===== config.mk =====
export PLATFORM = sky130hd
export DESIGN_NAME = branch_pred_unit
export DESIGN_NICKNAME = d
export VERILOG_FILES = /design/src/rtl/branch_pred_unit.sv
export SDC_FILE = /design/constraint.sdc
export NUM_CORES = 2
export LEC_CHECK = 0
export CAP_MARGIN = 20
export CORE_MARGIN = 2
export CORE_UTILIZATION = 35
export DETAILED_ROUTE_END_ITERATION = 10
export HOLD_SLACK_MARGIN = 0.12
export PLACE_DENSITY = 0.49
export SLEW_MARGIN = 5
export SYNTH_ARGS = -nofsm -noshare
export SYNTH_HDL_FRONTEND = slang
export SYNTH_SLANG_ARGS = --single-unit

===== constraint.sdc =====
create_clock -name clk -period 7.3 [get_ports clk]
set_input_delay 1.46 -clock clk [delete_from_list [all_inputs] [get_ports clk]]
set_output_delay 1.46 -clock clk [all_outputs]
set_load 0.01 [all_outputs]

===== src/rtl/branch_pred_unit.sv =====
// Branch prediction and resolution unit: 2-bit BHT + direct-mapped BTB lookup
// at fetch, mispredict detection and table training at execute, and saturating
// branch/mispredict performance counters.
module branch_pred_unit #(
  parameter int unsigned XLEN     = 32,
  parameter int unsigned IDX_BITS = 6,
  localparam int unsigned TAG_BITS = XLEN - IDX_BITS - 2
) (
  input  logic            clk,
  input  logic            reset,
  input  logic [XLEN-1:0] pc_fetch,
  input  logic            fetch_valid,
  output logic            pred_taken,
  output logic [XLEN-1:0] pred_target,
  output logic            branch_taken,
  input  logic            ex_valid,
  input  logic            ex_is_branch,
  input  logic [XLEN-1:0] ex_pc,
  input  logic            ex_pred_taken,
  input  logic [XLEN-1:0] ex_pred_target,
  input  logic            ex_actual_taken,
  input  logic [XLEN-1:0] ex_actual_target,
  output logic            branch_mispredicted,
  output logic [XLEN-1:0] redirect_pc,
  output logic [31:0]     branch_count,
  output logic [31:0]     mispredict_count
);

  localparam int unsigned NUM_ENT = 1 << IDX_BITS;
  localparam int unsigned CNT_W   = 32;

  // Prediction tables
  logic [1:0]          bht_q        [NUM_ENT];
  logic [1:0]          bht_d        [NUM_ENT];
  logic [NUM_ENT-1:0]  btb_valid_q, btb_valid_d;
  logic [TAG_BITS-1:0] btb_tag_q    [NUM_ENT];
  logic [TAG_BITS-1:0] btb_tag_d    [NUM_ENT];
  logic [XLEN-1:0]     btb_target_q [NUM_ENT];
  logic [XLEN-1:0]     btb_target_d [NUM_ENT];

  // Performance counters
  logic [CNT_W-1:0]    branch_count_q, branch_count_d;
  logic [CNT_W-1:0]    mispredict_count_q, mispredict_count_d;

  logic [IDX_BITS-1:0] f_idx, ex_idx;
  logic [TAG_BITS-1:0] f_tag, ex_tag;
  logic                btb_hit;
  logic                resolve;
  logic                mispredict;

  // Fetch-side lookup from the registered tables (read-before-write)
  always_comb begin
    f_idx       = pc_fetch[IDX_BITS+1:2];
    f_tag       = pc_fetch[XLEN-1:IDX_BITS+2];
    btb_hit     = btb_valid_q[f_idx] & (btb_tag_q[f_idx] == f_tag);
    pred_taken  = reset & fetch_valid & btb_hit & bht_q[f_idx][1];
    pred_target = pred_taken ? btb_target_q[f_idx] : pc_fetch + XLEN'(4);
  end

  // Execute-side resolution; an older mispredict kills the fetch redirect
  always_comb begin
    ex_idx              = ex_pc[IDX_BITS+1:2];
    ex_tag              = ex_pc[XLEN-1:IDX_BITS+2];
    resolve             = reset & ex_valid & ex_is_branch;
    mispredict          = (ex_actual_taken != ex_pred_taken) |
                          (ex_actual_taken & ex_pred_taken &
                           (ex_actual_target != ex_pred_target));
    branch_mispredicted = resolve & mispredict;
    redirect_pc         = '0;
    if (resolve) begin
      redirect_pc = ex_actual_taken ? ex_actual_target : ex_pc + XLEN'(4);
    end
    branch_taken        = pred_taken & ~branch_mispredicted;
  end

  // Table training and counter next-state
  always_comb begin
    bht_d              = bht_q;
    btb_valid_d        = btb_valid_q;
    btb_tag_d          = btb_tag_q;
    btb_target_d       = btb_target_q;
    branch_count_d     = branch_count_q;
    mispredict_count_d = mispredict_count_q;
    if (resolve) begin
      if (ex_actual_taken) begin
        if (bht_q[ex_idx] != 2'b11) bht_d[ex_idx] = bht_q[ex_idx] + 2'd1;
        btb_valid_d[ex_idx]  = 1'b1;
        btb_tag_d[ex_idx]    = ex_tag;
        btb_target_d[ex_idx] = ex_actual_target;
      end else begin
        if (bht_q[ex_idx] != 2'b00) bht_d[ex_idx] = bht_q[ex_idx] - 2'd1;
      end
      if (branch_count_q != '1) branch_count_d = branch_count_q + CNT_W'(1);
      if (mispredict && (mispredict_count_q != '1)) begin
        mispredict_count_d = mispredict_count_q + CNT_W'(1);
      end
    end
  end

  // State that reset must clear: direction counters, valid bits, counters
  always_ff @(posedge clk or negedge reset) begin
    if (!reset) begin
      for (int i = 0; i < NUM_ENT; i++) bht_q[i] <= 2'b01;
      btb_valid_q        <= '0;
      branch_count_q     <= '0;
      mispredict_count_q <= '0;
    end else begin
      bht_q              <= bht_d;
      btb_valid_q        <= btb_valid_d;
      branch_count_q     <= branch_count_d;
      mispredict_count_q <= mispredict_count_d;
    end
  end

  // BTB payload; qualified by the valid bits so it needs no reset
  always_ff @(posedge clk) begin
    btb_tag_q    <= btb_tag_d;
    btb_target_q <= btb_target_d;
  end

  assign branch_count     = branch_count_q;
  assign mispredict_count = mispredict_count_q;

endmodule


==> results by stage <==
Place:
- The number of placed cells counting well taps is 13,030.
- The count of input and output buffers is 265.
- The final weighted congestion of routability-driven global placement is 0.8654.
- After legalization and detailed placement, the total HPWL measured around 320 mm.

Detailed routing:
- The final layout contains routed wiring with a total length of 544.0 mm.
- The violation count after the first detailed-route iteration is 11,580.
- For this run, design rule violations remaining after detail routing come to 0.
- In the final routed layout, each cell accounts on average for 39.38 um.
- In the routed layout, each cell is associated on average with a via count of 5.780.
- The post-route antenna net violation count is 0.
- The first TritonRoute pass finished after 6 iterations.
- Across all layers, the routed design uses 79,850 vias.

GRT:
- The number of antenna violations at the first check in global routing was 41.
- The global-route wire length before repair is just over 700 mm.
- After global routing the overflow that remains totals 0.
- The global-route usage over all layers is 0.2465.
- The pin count of the biggest net entering global routing is 86.
- The number of global-route vias before repair is 80,500.

Setup path:
- The type of the worst setup path is in -> out.
- Traced cell by cell, the critical path runs through buf_4, buf_4, inv_8, buf_4, mux2i_1, buf_4, a221oi_1, o21ai_0, buf_4, nand2_1, a2111oi_4, nand4_4, buf_12, mux2_2, clkdlybuf4s50_1.
- In this run the worst setup path begins at pc_fetch[5].
- The largest individual stage delay along the critical path comes from the cell sky130_fd_sc_hd__a221oi_1.
- Counting both buffers and inverters, the worst setup path holds a total of 8.
- Data arrives at the worst endpoint at approximately 5900 ps.
- The delay of the slowest cell on the worst path is roughly 710 ps.
- The top cell family by delay on the critical path is buffers and inverters.
- The most numerous cell type found on the critical path is sky130_fd_sc_hd__buf_4.
- The critical register-to-register path startpoint is bht_q[33].
- The worst setup path is launched from an input pin.
- The required time of the critical path is 5840 ps.
- STA classifies the critical path endpoint as an output pin.
- Along the worst path, the maximum fanout reaches 26.

Clock network:
- The CTS sink count is 3,840.
- The number of hold-repair buffers added at the cts stage is 0.
- At the later pin of the worst-skew pair, clock insertion delay measures 980 ps.
- The clock tree synthesis step divided the H-tree into 5 levels.
- The buffer type at the clock tree root is sky130_fd_sc_hd__clkbuf_16.
- The maximum number of buffers from clock root to sink is 4.
- In this run, CTS created clock tree buffers numbering between 400 and 500.
- The clock-pin slew on the worst setup and hold paths is 60 ps.
- The CTS tree is yes.

Die:
- The die span in x is 660.1 um.
- The core region is 427,900 um^2.
- The vertical extent of the die is 660.1 um.
- The initial core utilization is 0.3521.
- In this run the core area contains 240 standard-cell rows.
- The die outline area is 435,700 um^2.
- During I/O placement, the number of pins put on the boundary was 266.

Power:
- Summing internal, switching and leakage power gives 47.68 mW.
- The switching share of total power is 0.2245.
- The analysis attributes to cell leakage a power of roughly 57 nW.
- Internal power comes to 36.97 mW.
- Of the total power, registers draw 0.509.
- The maximum resistive drop on vdd is 0.0001948 V.
- The power density over the cells is 268.2 nW/um^2.
- The switching power total is 10.70 mW.
- Of the total power, the clock network draws 0.434.
- The portion of total power attributed to combinational logic is 0.058.

Timing:
- In the finished design, the share of the clock period the worst path needs comes to 1.002.
- The count of endpoints failing setup in the final report is 2.
- Static timing analysis puts the maximum clock frequency at 136.7 MHz.
- The worst hold slack across all endpoints is roughly 410 ps.
- Once routing completed, OpenROAD measured the worst setup slack at -17.30 ps.
- The clock skew is 18.30 ps.
- The remaining max-slew budget at the tightest pin is 0.2419.
- The number of hold violations in the final report is 0.
- For the pin with the worst max-slew slack, the measured transition is between 1000 and 1500 ps.
- The final-report max-slew violation count is 0.
- The post-route minimum period is 7317 ps.
- Setup repair after global routing left no endpoint under its margin.

Synthesis:
- During synthesis, Yosys emitted a total of 0 warnings.
- By area the synthesized netlist is led by sky130_fd_sc_hd__edfxtp_1 71%, sky130_fd_sc_hd__mux4_2 16%, sky130_fd_sc_hd__dfrtp_1 3.2%, sky130_fd_sc_hd__dfstp_2 1.1%, sky130_fd_sc_hd__nand2_1 0.73%.
- Of the total synthesized cell area, the portion taken by AND, OR, NAND and NOR gates is 0.02765.
- The netlist area before placement is 150,700 um^2.
- The compound-cell area share of the yosys netlist is 0.01908.
- The fraction of synthesized area in multiplexers is 0.1729.
- The library cell occupying the most area in the post-synthesis netlist is sky130_fd_sc_hd__edfxtp_1.
- Among all flip-flop cells after synthesis, the most frequent one is sky130_fd_sc_hd__edfxtp_1.
- For this run, the register share of the synthesized area comes to 0.7574.
- The number of enable-type register cells in the synthesized netlist is 3,584.
- After synthesis, the largest family of logic cells by area is multiplexers.
- The net count after synthesis is 7,092.
- Of the total synthesized cell area, the portion taken by full adders, half adders and majority gates is 0.0005813.
- The number of instances in the synthesized netlist is 6,950.
- The average cell area after synthesis is 21.68 um^2.
- The count of unique library cells instantiated by Yosys is 82.
- The share of flip-flops with an asynchronous set or reset is 0.06667.
- The fraction of synthesized cell area taken by the top area cell type is 0.7143.
- Of the total synthesized cell area, the portion taken by XOR and XNOR cells is 0.009592.
- The synthesized design contains 3,840 register bits.

Status:
- The flow ran to the end, but the final reports show violations.
- The checks that failed: negative setup slack.

Final layout:
- The number of inserted filler cells in the final layout is 37,370.
- The net total in the final layout is roughly 7,900.
- The non-filler instance count after layout is roughly 14,000.
- The synthesis-to-finish area growth is 18.00%.
- The library cells used most frequently in the layout, excluding fill and tap cells, are 3,584 x sky130_fd_sc_hd__edfxtp_1, 1,047 x sky130_fd_sc_hd__mux4_2, 418 x sky130_fd_sc_hd__clkbuf_16.
- The most common cell after layout, fill and taps aside is sky130_fd_sc_hd__edfxtp_1.
- The share of final-layout standard cells stronger than drive strength 1 is 0.3138.

Run:
- Max-cap violations in this run came to 0.

Hold path:
- The path class of the lowest-slack min-delay path is in -> async.
==> cell type report <==
class / count / area [um^2] / share of cell area
inverter: 18 / 81.33 / 0.0004575
clock buffer: 514 / 10880 / 0.06120
timing repair buffer: 772 / 8046 / 0.04526
tap: 5687 / 7116 / 0.04003
sequential: 3840 / 114100 / 0.6419
multi-input combinational: 2720 / 35200 / 0.1980
antenna: 10 / 25.02 / 0.0001408
clock inverter: 255 / 2312 / 0.01301
==> repair_timing <==
item,CTS,global route
endpoints found under the setup margin,33,31
pin swaps,1,2
buffers inserted,0,0
gates resized for setup,4,11
==> power groups by stage <==
stage / clock (mW) / combinational (mW) / sequential, mW
3_3_place_gp: 0 / 2.72 / 24.7
3_5_place_dp: 0 / 2.75 / 24.7
6_report: 20.7 / 2.74 / 24.3
5_1_grt: 21.8 / 2.87 / 24.3
4_1_cts: 21.0 / 2.76 / 24.3
2_1_floorplan: 0 / 1.35 / 24.7
==> kinds of logic (layout without fill, tap and decap cells) <==
kind of cell             count (synthesis)  after routing
AND/OR/NAND/NOR                        860            860
multiplexers                          1269           1269
AO/OA/AOI/OAI                          419            419
flip-flops                            3840           3840
XOR/XNOR                               165            165
adder cells (fa/ha/maj)                  7              7
buffers and inverters                  390           1559
other                                    0             10
==> flip-flops by register name, indices dropped and copies added (netlist names), named ones only <==
name	count
bht_q	64
branch_count	32
btb_tag_q	1536
btb_target_q	2048
btb_valid_q	64
mispredict_count	32
==> cell usage after synthesis, types with 64 or more instances <==
cell / number
sky130_fd_sc_hd__edfxtp_1: 3584
sky130_fd_sc_hd__mux4_2: 1047
sky130_fd_sc_hd__nand2_1: 295
sky130_fd_sc_hd__dfrtp_1: 192
sky130_fd_sc_hd__nor2_1: 191
sky130_fd_sc_hd__clkbuf_1: 152
sky130_fd_sc_hd__buf_2: 132
sky130_fd_sc_hd__mux2i_1: 106
sky130_fd_sc_hd__xnor2_1: 102
sky130_fd_sc_hd__o21ai_0: 92
sky130_fd_sc_hd__mux2_2: 87
sky130_fd_sc_hd__nand3_1: 83
sky130_fd_sc_hd__a22oi_1: 74
sky130_fd_sc_hd__or2_2: 70
sky130_fd_sc_hd__dfstp_2: 64
sky130_fd_sc_hd__o22ai_1: 64
==> per-layer routing <==
| layer | up-vias | GRT usage | share of wire |
|---|---|---|---|
| li1 | 30840 | - | - |
| met1 | 44580 | 0.3396 | 0.41 |
| met2 | 3742 | 0.4041 | 0.48 |
| met3 | 680 | 0.03533 | 0.071 |
| met4 | 10 | 0.08066 | 0.037 |
| met5 | - | 0 | 0.00013 |
==> final timing paths <==
path	to	slack (ps)	cells past startpoint
min in group clk	btb_valid_q[2]	460	1
setup reg to reg	flop	3560	12
max in group asynchronous	bht_q[59]	4990	3
hold reg to reg	btb_valid_q[2]	460	1
setup / recovery	pred_target[0]	-20	15
hold / removal	mispredict_count[12]	410	1
==> metrics by stage <==
stage	area [um^2]	worst slack [ps]	setup TNS, ps	util
after floorplan	150700	496.9	0	-
after global placement	164400	-1675	-11420	0.3842
after detailed placement	164400	-544.0	-5992	0.3843
after CTS	177700	1.484	0	0.4152
after global routing	177800	5.881	0	0.4154
final	177800	-17.30	-33.67	0.4154
==> worst reg2reg max path: stages, from the launching register on <==
cell	delay (ps)
sky130_fd_sc_hd__dfrtp_1	450
sky130_fd_sc_hd__a22oi_1	200
sky130_fd_sc_hd__nand4_1	250
sky130_fd_sc_hd__a22o_1	250
sky130_fd_sc_hd__nor4_1	710
sky130_fd_sc_hd__inv_1	110
sky130_fd_sc_hd__ha_1	220
sky130_fd_sc_hd__mux2i_1	140
sky130_fd_sc_hd__nand2_1	300
sky130_fd_sc_hd__nor2_1	330
sky130_fd_sc_hd__buf_4	230
sky130_fd_sc_hd__nand2_1	150
sky130_fd_sc_hd__mux2_2	310
(Power assumes the default switching activity.)
